**config.mk**
```make
export PLATFORM = sky130hd
export DESIGN_NAME = uart_rx_asm
export DESIGN_NICKNAME = d
export VERILOG_FILES = /design/src/rtl/uart_pkg.sv /design/src/rtl/uart_bit_timer.sv /design/src/rtl/uart_rx_asm.sv
export SDC_FILE = /design/constraint.sdc
export NUM_CORES = 1
export LEC_CHECK = 0
export CELL_PAD_IN_SITES_DETAIL_PLACEMENT = 0
export CELL_PAD_IN_SITES_GLOBAL_PLACEMENT = 2
export CORE_MARGIN = 4
export CORE_UTILIZATION = 35
export CTS_CLUSTER_DIAMETER = 100
export DETAILED_ROUTE_END_ITERATION = 12
export PLACE_DENSITY = 0.86
export REMOVE_ABC_BUFFERS = 1
export SYNTH_ARGS = -nofsm -noshare
export SYNTH_HDL_FRONTEND = slang
export SYNTH_SLANG_ARGS = --single-unit
```
**constraint.sdc**
```tcl
create_clock -name clk -period 3 [get_ports clk]
set_input_delay 0.45 -clock clk [delete_from_list [all_inputs] [get_ports clk]]
set_output_delay 0.45 -clock clk [all_outputs]
set_load 0.005 [all_outputs]
```
**src/rtl/uart_pkg.sv**
```systemverilog
// -----------------------------------------------------------------------------
// uart_pkg
// Shared definitions for the UART receiver (and its tx_asm transmitter peer):
//   rx_state_t    - receiver FSM state type
//   BITS_PER_BYTE - payload bits covered by one per-byte parity bit
//   even_parity() - parity bit for one byte (XOR of its bits)
//   nparity()     - number of parity bits in a frame for a given word width/mode
// -----------------------------------------------------------------------------
package uart_pkg;

   localparam int BITS_PER_BYTE = 8;

   typedef enum logic [2:0] {
      IDLE   = 3'd0,
      START  = 3'd1,
      DATA   = 3'd2,
      PARITY = 3'd3,
      STOP   = 3'd4
   } rx_state_t;

   function automatic logic even_parity(input logic [BITS_PER_BYTE-1:0] b);
      return ^b;
   endfunction

   function automatic int nparity(input int data_width, input logic per_byte);
      return per_byte ? data_width / BITS_PER_BYTE : 1;
   endfunction

endpackage

```
**src/rtl/uart_bit_timer.sv**
```systemverilog
// -----------------------------------------------------------------------------
// uart_bit_timer
// Free-running bit-period counter with a one-cycle sample tick.
//   clk, rst_n : clock, synchronous active-low reset
//   clear      : hold the counter at zero (no tick while held)
//   half       : tick after CLKS_PER_BIT/2 cycles instead of CLKS_PER_BIT
//   tick       : one-cycle pulse at the end of each (half) period
// The counter reloads itself on tick, so consecutive periods chain with no gap.
// -----------------------------------------------------------------------------
module uart_bit_timer #(
   parameter int CLKS_PER_BIT = 16
) (
   input  logic clk,
   input  logic rst_n,
   input  logic clear,
   input  logic half,
   output logic tick
);

   localparam int CW = $clog2(CLKS_PER_BIT);
   localparam logic [CW-1:0] FULL_LAST = CW'(CLKS_PER_BIT - 1);
   localparam logic [CW-1:0] HALF_LAST = CW'(CLKS_PER_BIT / 2 - 1);

   logic [CW-1:0] cnt;

   assign tick = !clear && (cnt == (half ? HALF_LAST : FULL_LAST));

   always_ff @(posedge clk) begin
      if (!rst_n || clear) cnt <= '0;
      else if (tick)       cnt <= '0;
      else                 cnt <= cnt + 1'b1;
   end

endmodule

```
**src/rtl/uart_rx_asm.sv**
```systemverilog
// -----------------------------------------------------------------------------
// uart_rx_asm
// UART receiver: start bit, DATA_WIDTH data bits LSB first with even parity
// (one bit per byte or one per word), stop bit. Delivers the word with a
// one-cycle valid pulse; error flags any parity mismatch or a low stop bit.
//   clk, rst_n      : clock, synchronous active-low reset
//   rx_in           : serial line, idles high
//   parity_per_byte : 1 = parity after each byte, 0 = one parity after word
//                     (latched at the start edge for the whole frame)
//   valid           : one-cycle pulse, data/error updated
//   data            : received word (held until next valid)
//   error           : parity or framing error for the word (held likewise)
// Optional build macro UART_RX_SYNC_EN: pass rx_in through a 2-flop
// synchroniser (reset to 1) before use; adds 2 cycles of latency.
// -----------------------------------------------------------------------------
module uart_rx_asm
   import uart_pkg::*;
#(
   parameter int DATA_WIDTH   = 32,
   parameter int CLKS_PER_BIT = 16
) (
   input  logic                  clk,
   input  logic                  rst_n,
   input  logic                  rx_in,
   input  logic                  parity_per_byte,
   output logic                  valid,
   output logic [DATA_WIDTH-1:0] data,
   output logic                  error
);

   localparam int NB = DATA_WIDTH / BITS_PER_BYTE;
   localparam int BW = $clog2(DATA_WIDTH + 1);
   localparam int PW = $clog2(NB + 1);

   if (DATA_WIDTH <= 0 || (DATA_WIDTH % BITS_PER_BYTE) != 0) begin : g_bad_width
      $error("uart_rx_asm: DATA_WIDTH must be a positive multiple of 8");
   end
   if (CLKS_PER_BIT < 4 || (CLKS_PER_BIT % 2) != 0) begin : g_bad_cpb
      $error("uart_rx_asm: CLKS_PER_BIT must be even and >= 4");
   end

   logic rx_s;

`ifdef UART_RX_SYNC_EN
   logic [1:0] sync_q;
   always_ff @(posedge clk) begin
      if (!rst_n) sync_q <= 2'b11;
      else        sync_q <= {sync_q[0], rx_in};
   end
   assign rx_s = sync_q[1];
`else
   assign rx_s = rx_in;
`endif

   rx_state_t             state;
   logic                  armed;
   logic                  per_byte_q;
   logic                  acc;
   logic                  err_q;
   logic [BW-1:0]         bit_cnt;
   logic [PW-1:0]         par_cnt;
   logic [DATA_WIDTH-1:0] shreg;
   logic                  tick;

   // Timer is held in IDLE so the half-period count starts at the start edge.
   uart_bit_timer #(.CLKS_PER_BIT(CLKS_PER_BIT)) u_timer (
      .clk   (clk),
      .rst_n (rst_n),
      .clear (state == IDLE),
      .half  (state == START),
      .tick  (tick)
   );

   always_ff @(posedge clk) begin
      if (!rst_n) begin
         state      <= IDLE;
         armed      <= 1'b0;
         per_byte_q <= 1'b0;
         acc        <= 1'b0;
         err_q      <= 1'b0;
         bit_cnt    <= '0;
         par_cnt    <= '0;
         shreg      <= '0;
         valid      <= 1'b0;
         data       <= '0;
         error      <= 1'b0;
      end else begin
         valid <= 1'b0;

         // A low stop bit means the line may be stuck low; refuse new starts
         // until it has been seen high again.
         if (state == STOP && tick && !rx_s) armed <= 1'b0;
         else if (rx_s)                      armed <= 1'b1;

         case (state)
            IDLE: begin
               if (armed && !rx_s) begin
                  state      <= START;
                  per_byte_q <= parity_per_byte;
                  bit_cnt    <= '0;
                  par_cnt    <= '0;
                  acc        <= 1'b0;
                  err_q      <= 1'b0;
               end
            end
            START: begin
               if (tick) state <= rx_s ? IDLE : DATA;
            end
            DATA: begin
               if (tick) begin
                  shreg   <= {rx_s, shreg[DATA_WIDTH-1:1]};
                  acc     <= acc ^ rx_s;
                  bit_cnt <= bit_cnt + 1'b1;
                  if (per_byte_q ? (bit_cnt[2:0] == 3'd7)
                                 : (bit_cnt == BW'(DATA_WIDTH - 1)))
                     state <= PARITY;
               end
            end
            PARITY: begin
               if (tick) begin
                  if (rx_s != acc) err_q <= 1'b1;
                  acc     <= 1'b0;
                  par_cnt <= par_cnt + 1'b1;
                  if (par_cnt == PW'(nparity(DATA_WIDTH, per_byte_q) - 1))
                     state <= STOP;
                  else
                     state <= DATA;
               end
            end
            STOP: begin
               if (tick) begin
                  state <= IDLE;
                  valid <= 1'b1;
                  data  <= shreg;
                  error <= err_q | !rx_s;
               end
            end
            default: state <= IDLE;
         endcase
      end
   end

endmodule

```
Word level (Yosys, flattened, before mapping). Index checks and enable logic that the tools add are counted.

Output and inout port bits: 34. Word-level logic and storage cells: 84. Input bits: 4. Register bits: 86.

Reductions and logical operators: 23. Bitwise gates (word level): 3. Muxes and demuxes: 26. Add/sub/neg operators: 4. Equal/unequal tests: 16.

Operators with widths (number): $mux 3 (10); $pmux 3 s5 (1); $ne 2x2->1 const B (7); $mux 6 (2); $pmux 6 s2 (1); $reduce_and 2->1 (4); $reduce_and 4->1 (2); $mux 1 (7); $add 6x1->6 const B (1); $eq 3x2->1 const B (2); $eq 3x3->1 const B (2); $eq 6x5->1 const B (1); $pmux 3 s2 (1); $reduce_and 3->1 (2); $reduce_and 6->1 (1); $add 4x1->4 const B (1); $eq 4x4->1 (1); $logic_and 1x1->1 (4); $mux 4 (1); $reduce_bool 2->1 (2); $reduce_or 2->1 (2); $add 3x1->3 const B (1); $eq 3x1->1 const B (1); $eq 3x3->1 (1); other kinds (12) (14).

Logic depth before layout (Yosys ltp). Gate-level depths: netlist (run 1).

Depth in word-level cells: 7. Gate-level depth with buffers: 7. Depth with buffers taken out: 5.

Hierarchy. From an unflattened synthesis (run 1), not the netlist that was laid out.

Cell total of the unflattened synthesis: 418. Area, all modules: 3358.2 µm².

Modules (own cells, without submodules): uart_rx_asm (area each 3191.8 µm², cells each 400, sequential area each 1641.6 µm², instances 1); uart_bit_timer (area each 166.4 µm², cells each 18, sequential area each 80.1 µm², instances 1).

Worst setup path after synthesis (run 1). No wires, ideal clock.

Kind: register -> register. Start point: register u_timer.cnt[0]. End point: register error. Setup slack: 1.492 ns. Buffers on the path: 2. Required time: 2.884 ns. Library setup time: 0.116 ns. Cell stages (with the launch flop): 7. Period minus slack after synthesis: 1.508 ns. Arrival: 1.392 ns. Cells stage by stage: dfxtp_1 -> ha_1 -> and3_1 -> and2_1 -> buf_2 -> buf_4 -> o211a_1.

Word-level cells in the longest chain between the ends: 3.

Ends and longest elaborated chain: start, declared (line uart_bit_timer.sv:24) `logic [CW-1:0] cnt;`; start signal, assigned (line uart_bit_timer.sv:31) `else cnt <= cnt + 1'b1;`; $eq 4x4->1 (line uart_bit_timer.sv:26) `assign tick = !clear && (cnt == (half ? HALF_LAST : FULL_LAST));`; $logic_and 1x1->1 (line uart_bit_timer.sv:26); $reduce_and 2->1 (no source line); end signal, assigned (line uart_rx_asm.sv:135) `error <= err_q | !rx_s;`; end, declared (line uart_rx_asm.sv:28) `output logic error`.

No other way between the ends. A chain may end at the register's enable or synchronous reset.

Worst setup path in the final report (run 1).
Start point: register u_timer.cnt[0]. End point: register shreg[23].

Word-level cells in the longest chain between the ends: 3.

Ends and longest elaborated chain: $eq 4x4->1 (line uart_bit_timer.sv:26); $logic_and 1x1->1 (line uart_bit_timer.sv:26); $reduce_and 2->1 (no source line); end signal, assigned (line uart_rx_asm.sv:111) `shreg <= {rx_s, shreg[DATA_WIDTH-1:1]};`; end, declared (line uart_rx_asm.sv:62) `logic [DATA_WIDTH-1:0] shreg;`.

No other way between the ends.

==> results_dict.tcl, run 1 <==
set metrics [dict create \
    hp-class "reg -> reg" \
    endpoint_kind "flop" \
    synthToLayoutAreaGrowth_pct 18.2 \
    synth_area_leader_cell "dfxtp_1" \
    arrival_ns 2.38 \
    final.min_clock_period_ns 2.10 \
    yosysSeqAreaShare_pct 49.2 \
    synth.area.top_cells "dfxtp_1 49%, nand2_1 15%, a21boi_1 11%" \
    viasPerCell 4.76 \
    gp_congestion 0.793 \
    via_count 2737 \
    required_ns 3.27 \
    ctsRootBufferMaster "clkbuf_8" \
    worst_hold_slack_ns 0.453 \
    ios 38 \
    cts_tree "done" \
    fin_skew_ns 0.0123 \
    synth_area_um2 3500 \
    start_kind "flop" \
    slew_headroom_pct 56.6 \
    powerDensity_nw_per_um2 525 \
    regArea_um2 1720 \
    setup_ws_ns 0.897 \
    syn-instance-count 411 \
    filler_cell_count 1013 \
    finish.instance_area_um2 4140 \
    ys.flop_type "dfxtp_1" \
    die_w_um 108 \
    leakage_nw 1.40 \
    grt.total_usage_pct 12.8 \
    hold_violations 0 \
    cts_resized 0 \
    postCtsSetupBuffers 0 \
    path_max_fanout 28 \
    fin_crit_sh_pct 70.1 \
    yosysTopAreaCellShare_pct 49.2 \
    final_cell_mix "139 x nand2_1, 86 x dfxtp_1, 53 x a21boi_1" \
    peakVddDrop_v 0.000356 \
    grt_first_pass_wirelength_mm 11.9 \
    drt-initial-drc-count 119 \
    synth_seq_cells 86 \
    h-tree-depth 3 \
    portBuffers 37 \
    first_global_vias 2554 \
    start_util_pct 35.8 \
    clockBufferDepth 2 \
    synth.avg_cell_area_um2 8.51 \
    die_area_um2 11700 \
    final.setup.tns_ns 0 \
    drc 0 \
    ys_warn_count 0 \
    tightest_slew_ns 0.650 \
    multi_input_area_um2 1640 \
    die_height_um 108 \
    synth_edf_count 0 \
    cts.clk_slew.worst_paths_ns 0.09 \
    async_flop_share_pct 0 \
    drt_pass1_iterations 4 \
    cts.sinks 86 \
    antenna_found_initial 0 \
    grt_max_degree 68 \
    max_freq_ghz 0.475 \
    core-area_um2 9770 \
    final-setup-viol-count 0 \
    final_common_cell "nand2_1" \
    dp_slack_ns 0.910 \
    numCtsBuffers 9 \
    hold_buffers 0 \
    drt_wl_total_mm 6.90 \
    wire_per_inst_um 12.0 \
    insertion_delay_ns 0.35 \
    outcome "finished, final reports clean" \
    diodes 0 \
    crit_type "reg -> reg" \
    drv_slew 0 \
    cap_violations 0 \
    overflow 0 \
    core.rowCount 36 \
    synthDistinctLibCells 41 \
    place_area_um2 3940 \
    layout-drive-gt1-share_pct 6.11 \
    dp.final_hpwl_mm 4.40 \
    final_nets 446 \
    drtAntennaViolNets 0 \
    rsz0062_at_grt "no" \
]
==> final cells by class <==
cell class	count	area share [%]
clock buffer	9	2.99
inverter	3	0.272
multi-input combinational	296	39.6
tap	133	4.02
clock inverter	6	1.72
sequential	86	41.6
timing repair buffer	42	9.74
==> cell usage after synthesis (all sizes together), types with 4 or more instances <==
library cell	count
a21boi	69
a21oi	6
and3	5
buf	11
clkbuf	15
dfxtp	86
ha	4
nand2	139
nand3	9
nand3b	4
nor2	10
nor2b	10
nor3	7
o21ai	5
==> critical path: stages (launching register included) <==
cell and delay (ns):
dfxtp_1 0.36, ha_1 0.29, nand4_2 0.25, nor2_4 0.60, buf_4 0.29, nand2_1 0.07
a21boi_0 0.15
==> state kept, by name, indices dropped and copies added (netlist names) <==
signal,count
bit_cnt,6
err_q,1
state,3
valid,1
armed,1
data,32
acc,1
par_cnt,3
u_timer.cnt,4
shreg,32
error,1
per_byte_q,1
==> through the flow <==
step / utilization, % / power (mW) / instances
after floorplan: - / 1.34 / 385
after global placement: 40.3 / 1.39 / 560
after CTS: 42.3 / 2.21 / 575
after global routing: 42.3 / 2.29 / 575
after detailed placement: 40.3 / 1.39 / 560
final: 42.3 / 2.17 / 575
==> layer usage <==
metal  GRT usage (%)  share of wire (%)
met1            16.3                 50
met2            21.0                 45
met3            4.36                4.3
met4            3.25               0.74
met5               0                  0
==> path summary, 6_finish.rpt <==
path | slack (ns) | startpoint | cells past startpoint | endpoint
hold reg to reg | 0.45 | u_timer.cnt[0] | 1 | u_timer.cnt[0]
hold / removal | 0.45 | u_timer.cnt[0] | 1 | u_timer.cnt[0]
setup / recovery | 0.90 | u_timer.cnt[0] | 6 | shreg[23]
setup reg to reg | 0.90 | u_timer.cnt[0] | 6 | shreg[23]
==> power breakdown <==
| part | internal, mW | switching (mW) |
|---|---|---|
| registers | 1.16 | 0.0317 |
| clock network | 0.385 | 0.422 |
| logic | 0.0718 | 0.103 |
==> cells by family (layout without fill, tap and decap cells) <==
logic type / after synthesis / in the layout / share of synthesized area [%]
xor gates and xnor gates: 3 / 3 / 0.751
DFF: 86 / 86 / 49.2
muxes: 1 / 1 / 0.286
adders and majority gates: 4 / 4 / 1.43
AOI/OAI and AO/OA: 91 / 91 / 19.2
and+or+nand+nor: 197 / 197 / 25.2
buffers and inverters: 29 / 60 / 3.93
Power figures use the tool's default switching activity.
==> inputs of run 2 (changes only) <==
Settings changed: CORE_UTILIZATION 35 to 30, PLACE_DENSITY 0.86 to 0.79.
Clock period 3 ns to 1.9 ns, I/O delays scaled along.
==> run 2 against run 1 <==
Net effect: wire length is 6.5% higher; via count is 1.5% higher; critical path depth down 1; sequential share of layout area shrank 2.3 points; sequential power rose by 58%; core utilization decreased by 4.0 points; maximum frequency is 22% higher; final area rose by 5.7%; count of clock-buffer cells in the layout is 1 higher.
==> results_dict.tcl, run 2 (synthesis results as in run 1) <==
set metrics [dict create \
    numCtsBuffers 9 \
    die_area_um2 13500 \
    outcome "finished, final reports clean" \
    grt_max_degree 85 \
    core-area_um2 11400 \
    ff2ff_setup_slack_ns 0.18 \
    hold_buffers 0 \
    final_common_cell "nand2_1" \
    place_area_um2 4040 \
    gp_congestion 0.799 \
    h-tree-depth 3 \
    final_nets 453 \
    die_w_um 116 \
    drtAntennaViolNets 0 \
    cts_resized 0 \
    die_height_um 116 \
    wire_per_inst_um 12.4 \
    fin_crit_sh_pct 90.5 \
    core.rowCount 39 \
    layout-drive-gt1-share_pct 7.78 \
    slew_headroom_pct 66.0 \
    start_kind "flop" \
    final.min_clock_period_ns 1.72 \
    hp-class "in -> reg" \
    drt_pass1_iterations 4 \
    via_count 2779 \
    ios 38 \
    overflow 0 \
    synthToLayoutAreaGrowth_pct 25.0 \
    required_ns 2.17 \
    portBuffers 37 \
    fin_skew_ns 0.00753 \
    hold_violations 0 \
    final.setup.tns_ns 0 \
    powerDensity_nw_per_um2 940 \
    insertion_delay_ns 0.34 \
    final-setup-viol-count 0 \
    drt-initial-drc-count 136 \
    ctsRootBufferMaster "clkbuf_16" \
    rsz0062_at_grt "no" \
    grt_first_pass_wirelength_mm 12.5 \
    cp_slowest_stage_delay_ns 0.46 \
    cap_violations 0 \
    final_cell_mix "139 x nand2_1, 86 x dfxtp_1, 53 x a21boi_1" \
    filler_cell_count 1209 \
    clockBufferDepth 2 \
    start_util_pct 30.6 \
    first_global_vias 2616 \
    leakage_nw 1.52 \
    grt.total_usage_pct 11.8 \
    tightest_slew_ns 0.510 \
    crit_slowest_cell "a22oi_1" \
    finish.instance_area_um2 4370 \
    crit_type "reg -> reg" \
    viasPerCell 4.69 \
    drc 0 \
    path_max_fanout 6 \
    drv_slew 0 \
    crit_chain "ha_1 -> and4_1 -> a22oi_1 -> o21ai_0 -> a21boi_0" \
    diodes 0 \
    drt_wl_total_mm 7.35 \
    cts.clk_slew.worst_paths_ns 0.06 \
    arrival_ns 1.99 \
    cts.sinks 86 \
    reg.largest.list "data: 32 flops, shreg: 32 flops, bit_cnt: 6 flops" \
    cts_tree "done" \
    endpoint_kind "flop" \
    dp.final_hpwl_mm 4.81 \
    antenna_found_initial 0 \
    max_freq_ghz 0.582 \
    peakVddDrop_v 0.000526 \
    postCtsSetupBuffers 0 \
]
## run 2: final cells by class
type / instances / area (µm²) / area share (%)
Timing Repair Buffer: 49 / 493 / 11.3
Sequential cell: 86 / 1720 / 39.4
Clock buffer: 10 / 239 / 5.46
Inverter: 3 / 11.3 / 0.257
Multi-Input combinational cell: 296 / 1640 / 37.5
Tap cell: 143 / 179 / 4.09
Clock inverter: 6 / 91.3 / 2.09
## run 2: metal layers
layer / up-vias / share of wire (%) / global-route usage (%)
met5: - / 0 / 0
met4: 0 / 1.6 / 4.18
met3: 10 / 4.8 / 3.55
met2: 41 / 45 / 19.4
met1: 1283 / 49 / 14.5
li1: 1445 / - / -
## run 2: metrics by stage
step / power (mW) / worst slack [ns] / instances / util [%] / hold WS (ns)
after global routing: 4.28 / 0.00941 / 593 / 38.3 / 0.276
after global placement: 2.21 / 0.224 / 577 / 35.4 / 0.430
after CTS: 4.17 / 0.191 / 593 / 38.3 / 0.273
after detailed placement: 2.21 / 0.204 / 577 / 35.4 / 0.438
final: 4.11 / 0.181 / 593 / 38.3 / 0.277
after floorplan: 2.12 / -0.0417 / 385 / - / 0.413
## run 2: path summary, 6_finish.rpt
check / endpoint / cells past startpoint / startpoint
min reg2reg: u_timer.cnt[0] / 1 / u_timer.cnt[0]
max: bit_cnt[4] / 5 / u_timer.cnt[0]
min: state[0] / 3 / rst_n
max reg2reg: bit_cnt[4] / 5 / u_timer.cnt[0]
## run 2: report_power, final
| group | internal [mW] | switching (mW) |
|---|---|---|
| Combinational | 0.118 | 0.171 |
| Sequential | 1.83 | 0.0503 |
| Clock | 1.20 | 0.742 |
## run 2: critical path: cells and delay by family, from the launching register on
kind	cells	cell delay (ns)
flip-flops	1	0.33
AND/OR/NAND/NOR	1	0.28
adder cells (fa/ha/maj)	1	0.27
AO/OA/AOI/OAI	3	0.77
==> edit 1: new RTL, config.mk and constraints of run 2 <==
Build with the macro `UART_RX_SYNC_EN` defined.
--- a/src/rtl/uart_rx_asm.sv
+++ b/src/rtl/uart_rx_asm.sv
@@ -15,2 +15,4 @@
 // -----------------------------------------------------------------------------
+`define UART_RX_SYNC_EN
+
 module uart_rx_asm
Function: same outputs for any inputs over 10 cycles, from zero or initial values and one cycle with rst_n low; that may be too few to reach the edited logic, so the function may still have changed.
==> edit 1 against run 2 <==
Via count fell by 1.3%. Critical path depth grew 1. Synthesized cell count up 0.49%. Maximum frequency fell by 2.0%. Design area is 5.9% lower. Non-clock buffer count increased by 3. Core utilization fell by 0.51 points. Worst hold slack better by 0.14 ns. Wire length down 0.63%. Worst setup slack worse by 0.034 ns. Area after synthesis decreased by 3.9%. Sequential cell count up 2.
Power is not compared: it rests on default switching activity, and its combinational part moved more than twofold at a synthesized area within 25%.
==> edit 1: results (changes against run 2) <==
[run_status]
run_status=completed

[routing]
met3_wirelength_um=307  ; -12%
met1Wirelength_um=3630  ; +1.9%
route.met2.wl_um=3270  ; -1.4%
drt_pass1_iterations=4  ; unchanged
topRoutingLayerUsed=met4
drt_iter0_drc=111  ; -18%
route.detailed.wl_per_inst_um=12.3  ; -0.63%
avgViaCountPerCell=4.62  ; -1.3%

[cells_and_area]
drive_above_1_share_pct=8.17  ; +0.39 points
nFillCells=1169  ; -3.3%
finish.net_count=456  ; +0.66%
post-route-util_pct=37.8  ; -0.51 points
biggestRegsByFlops=data: 32 flops, shreg: 32 flops, bit_cnt: 6 flops

[clock_network]
root_cell_of_the_clock_tree=clkbuf_8
cts_buffers=9  ; unchanged
clk_pin_slew_worst_paths_ns=0.09  ; +0.03 ns
clock_latency_ns=0.35
clockBufferDepth=2  ; unchanged
htree_num_levels=3  ; unchanged

[synthesis]
yosys-mux-area-fraction_pct=0.298  ; +0.011 points
synth_xor_area_share_pct=1.56  ; +0.81 points
synth-seq-area-share_pct=52.4  ; +3.2 points
post_synth_fa_ha_maj_area_fraction_pct=1.49  ; +0.057 points
yosysUniqueCellTypes=38  ; -7.3%
ys_dominant_reg_cell=dfxtp_1
async_reset_ff_share_pct=0  ; unchanged
post_synth_most_frequent_cells=nand2_1 (143), dfxtp_1 (88), a21oi_1 (74)
area_fraction_in_compound_gates_after_synthesis_pct=14.2  ; -5.0 points
synth.area.top_cells=dfxtp_1 (52%), nand2_1 (16%), a21oi_1 (11%)

[worst_setup_path]
timing_worst_setup_path_type=reg2reg
crit_arrival_ns=2.03  ; +0.04 ns
crit_fanout=11  ; +5

[sta]
slew_headroom_pct=65.5  ; -0.51 points
timing.clock.skew_ns=0.00730  ; -0.000228 ns

[global_routing]
grt_pass1_wl_um=12600  ; +0.55%
grt_antenna_before_repair=0  ; unchanged
grt_pass1_vias=2665  ; +1.9%
grt_max_degree=35  ; -59%
groute.usage.overall_pct=12.0  ; +0.22 points

[hold_path]
hp-class=reg2reg

[power]
total_leakage_power_nw=1.35
worst_supply_voltage_drop_on_vdd_mv=0.399

[placement]
placement.io_buffers=37  ; unchanged
placement.cell_area_um2=3900  ; -3.5%
dp_slack_ns=0.159  ; -0.0448 ns
dp_hpwl_um=4770  ; -0.75%
place_congestion=0.759  ; -4.9%

==> edit 1: cell types whose count changed in the layout (fill, tap and decap cells not counted), sizes merged, moves of 3 or more <==
cell | before | now
a21boi | 69 | 0
a21oi | 6 | 74
a22oi | 3 | 0
and2 | 1 | 4
and3 | 5 | 2
nand2 | 139 | 143
nand2b | 0 | 4
nor2b | 10 | 3
nor3 | 7 | 2
or3 | 2 | 5
==> edit 1: through the flow <==
stage          instances  hold WS [ns]
2_1_floorplan        385         0.358
3_3_place_gp         577         0.391
3_5_place_dp         577         0.397
4_1_cts              593         0.418
5_1_grt              593         0.448
6_report             593         0.414
==> edit 1: critical path, stage by stage (launching register included) <==
cell	delay [ns]
dfxtp_1	0.36
ha_1	0.24
and3_1	0.18
buf_4	0.18
a31oi_2	0.14
or4_1	0.45
a21oi_1	0.14
==> edit 1: worst paths after layout <==
kind / from / to / slack (ns) / depth (start not counted)
hold reg to reg: sync_q[0]$_SDFF_PN1_ / sync_q[1]$_SDFF_PN1_ / 0.41 / 1
hold / removal: sync_q[0]$_SDFF_PN1_ / sync_q[1]$_SDFF_PN1_ / 0.41 / 1
setup reg to reg: u_timer.cnt[0]$_SDFF_PP0_ / par_cnt[2]$_SDFFE_PN0P_ / 0.15 / 6
setup / recovery: u_timer.cnt[0]$_SDFF_PP0_ / par_cnt[2]$_SDFFE_PN0P_ / 0.15 / 6
==> edit 1: cell families (layout without fill, tap and decap cells) <==
logic type,Yosys count,in the layout
AND/OR/NAND/NOR,193,193
multiplexers,1,1
AO/OA/AOI/OAI,89,89
flip-flops,88,88
XOR/XNOR,6,6
buffers and inverters,32,72
adder cells (fa/ha/maj),4,4
==> edit 1: final cells by class <==
cell class,instances,area share (%)
clock buffers,10,3.34
clock inverters,6,1.64
inverters,4,0.365
multi-input cells,293,34.9
flip-flops and latches,88,42.8
well taps,140,4.26
repair buffers,52,12.6
==> edit 1: report_power, final <==
| part | internal [mW] | switching [mW] |
|---|---|---|
| combinational | 0.0604 | 0.0779 |
| sequential | 1.86 | 0.0461 |
| clock | 0.648 | 0.675 |
| total | 2.57 | 0.799 |
==> edit 1: metal layers <==
| metal | GRT usage [%] | vias up |
|---|---|---|
| met4 | 4.28 | 0 |
| met3 | 3.45 | 8 |
| met1 | 15.3 | 1255 |
| met2 | 19.3 | 43 |
| met5 | 0 | - |
| li1 | - | 1436 |
==> edit 1: what timing repair did <==
item                       CTS  global route
hold endpoints to repair     0             0
gates resized for setup      0             1
setup buffers                0             0
hold buffers                 0             0
setup endpoints to repair    0             1
==> edit 2: new RTL, flow settings as in run 2 <==
Without the edit above. Compare `bit_cnt` against `BW'(DATA_WIDTH - 1)` with >= in place of ==.
--- a/src/rtl/uart_rx_asm.sv
+++ b/src/rtl/uart_rx_asm.sv
@@ -114,3 +114,3 @@
                   if (per_byte_q ? (bit_cnt[2:0] == 3'd7)
-                                 : (bit_cnt == BW'(DATA_WIDTH - 1)))
+                                 : (bit_cnt >= BW'(DATA_WIDTH - 1)))
                      state <= PARITY;
Function: no difference found for any inputs over 10 cycles, from zero or initial values and one cycle with rst_n low; that may be too few to reach the edited logic, so the function may still have changed.
==> edit 2 against run 2 <==
Worst setup slack worse by 0.080 ns. Design area about the same. Area after synthesis down 0.43%. Sequential cell count unchanged. Wire length up 2.1%. Via count down 0.65%. Die area down 0.40%.
Power is not compared: it rests on default switching activity, and its combinational part moved more than twofold at a synthesized area within 25%.
==> edit 2: results (changes against run 2) <==
[run_status]
run_status=completed

[synthesis]
synth_xor_area_share_pct=1.26  ; +0.51 points
area_fraction_in_compound_gates_after_synthesis_pct=19.3  ; +0.083 points
post_synth_most_frequent_cells=nand2_1 (137), dfxtp_1 (86), a21boi_0 (61)
post_synth_fa_ha_maj_area_fraction_pct=1.44  ; +0.0062 points
yosys-mux-area-fraction_pct=0.862  ; +0.58 points
synth-seq-area-share_pct=49.4  ; +0.21 points
synth.area.top_cells=dfxtp_1 (49%), nand2_1 (15%), a21boi_0 (13%)
synth_area_per_cell_um2=8.52  ; about the same
synth_edf_count=0  ; unchanged

[placement]
number_of_cells_in_the_design_after_placement=582  ; +0.87%
place_congestion=0.789  ; -1.3%
dp_hpwl_um=4980  ; +3.6%
dp_slack_ns=0.0968  ; -0.107 ns

[routing]
drt_iter0_drc=78  ; -43%
route.detailed.wl_per_inst_um=12.5  ; +1.1%
met1Wirelength_um=3640  ; +2.0%
routed_wirelength_um=7510  ; +2.1%
route.met2.wl_um=3440  ; +3.8%
via_count=2761  ; -0.65%
met3_wirelength_um=337  ; -3.7%
topRoutingLayerUsed=met4

[global_routing]
global_route.usage.met3_pct=4.18  ; +0.63 points
grt_pass1_wl_um=12900  ; +3.2%
groute.usage.overall_pct=12.1  ; +0.34 points
grt_pass1_vias=2699  ; +3.2%
globalRouteMet1Util_pct=15.2  ; +0.62 points
gr_layer_usage_met2_pct=19.9  ; +0.46 points
grt_max_degree=51  ; -40%

[worst_setup_path]
critical-path-top-delay-family=compound AO/OA/AOI/OAI gates
timing.critical_path.from=state[1]$_SDFFE_PN0P_
crit_path_max_incr_delay_ns=0.42  ; -0.04 ns
worstSetupEndpoint=state[1]$_SDFFE_PN0P_
crit_fanout=11  ; +5
critical-path-slowest-cell=dfxtp_1
crit_arrival_ns=2.03  ; +0.04 ns

[cells_and_area]
drive_above_1_share_pct=8.99  ; +1.2 points
finish.net_count=459  ; +1.3%

[sta]
slew_headroom_pct=67.2  ; +1.2 points
timing.clock.skew_ns=0.00709  ; -0.000437 ns
fin_worst_hold_slack_ns=0.390  ; +0.113 ns
fin_ws_ns=0.100  ; -0.0802 ns

[hold_path]
hold_path_end=state[1]$_SDFFE_PN0P_
holdPathStages=2  ; -1

## edit 2: cell types whose count changed in the layout (fill, tap and decap cells not counted), moves of 3 or more
cell / change
a21boi_0: +45
a21boi_1: -46
and2_1: +3
buf_4: +7
nand3b_1: -4
nand4_1: +3
nor2b_1: -3
nor3_1: -4
o21a_1: +3
## edit 2: layout make-up
| cell class | instances | area, um2 |
|---|---|---|
| Clock buffer | 11 | 233 |
| Clock inverter | 5 | 35.0 |
| Fill cell | 1206 | 6990 |
| Inverter | 3 | 11.3 |
| Multi-Input combinational cell | 295 | 1650 |
| Sequential cell | 86 | 1720 |
| Tap cell | 143 | 179 |
| Timing Repair Buffer | 56 | 546 |
## edit 2: through the flow
step                setup TNS (ns)  cell area [um2]
floorplan                    -4.98             3380
global placement                 0             4100
detailed placement               0             4100
CTS                              0             4370
global route                     0             4380
finish                           0             4380
## edit 2: timing repair
action,CTS,global route
setup buffers,0,1
gates resized for setup,0,0
endpoints found under the setup margin,0,5
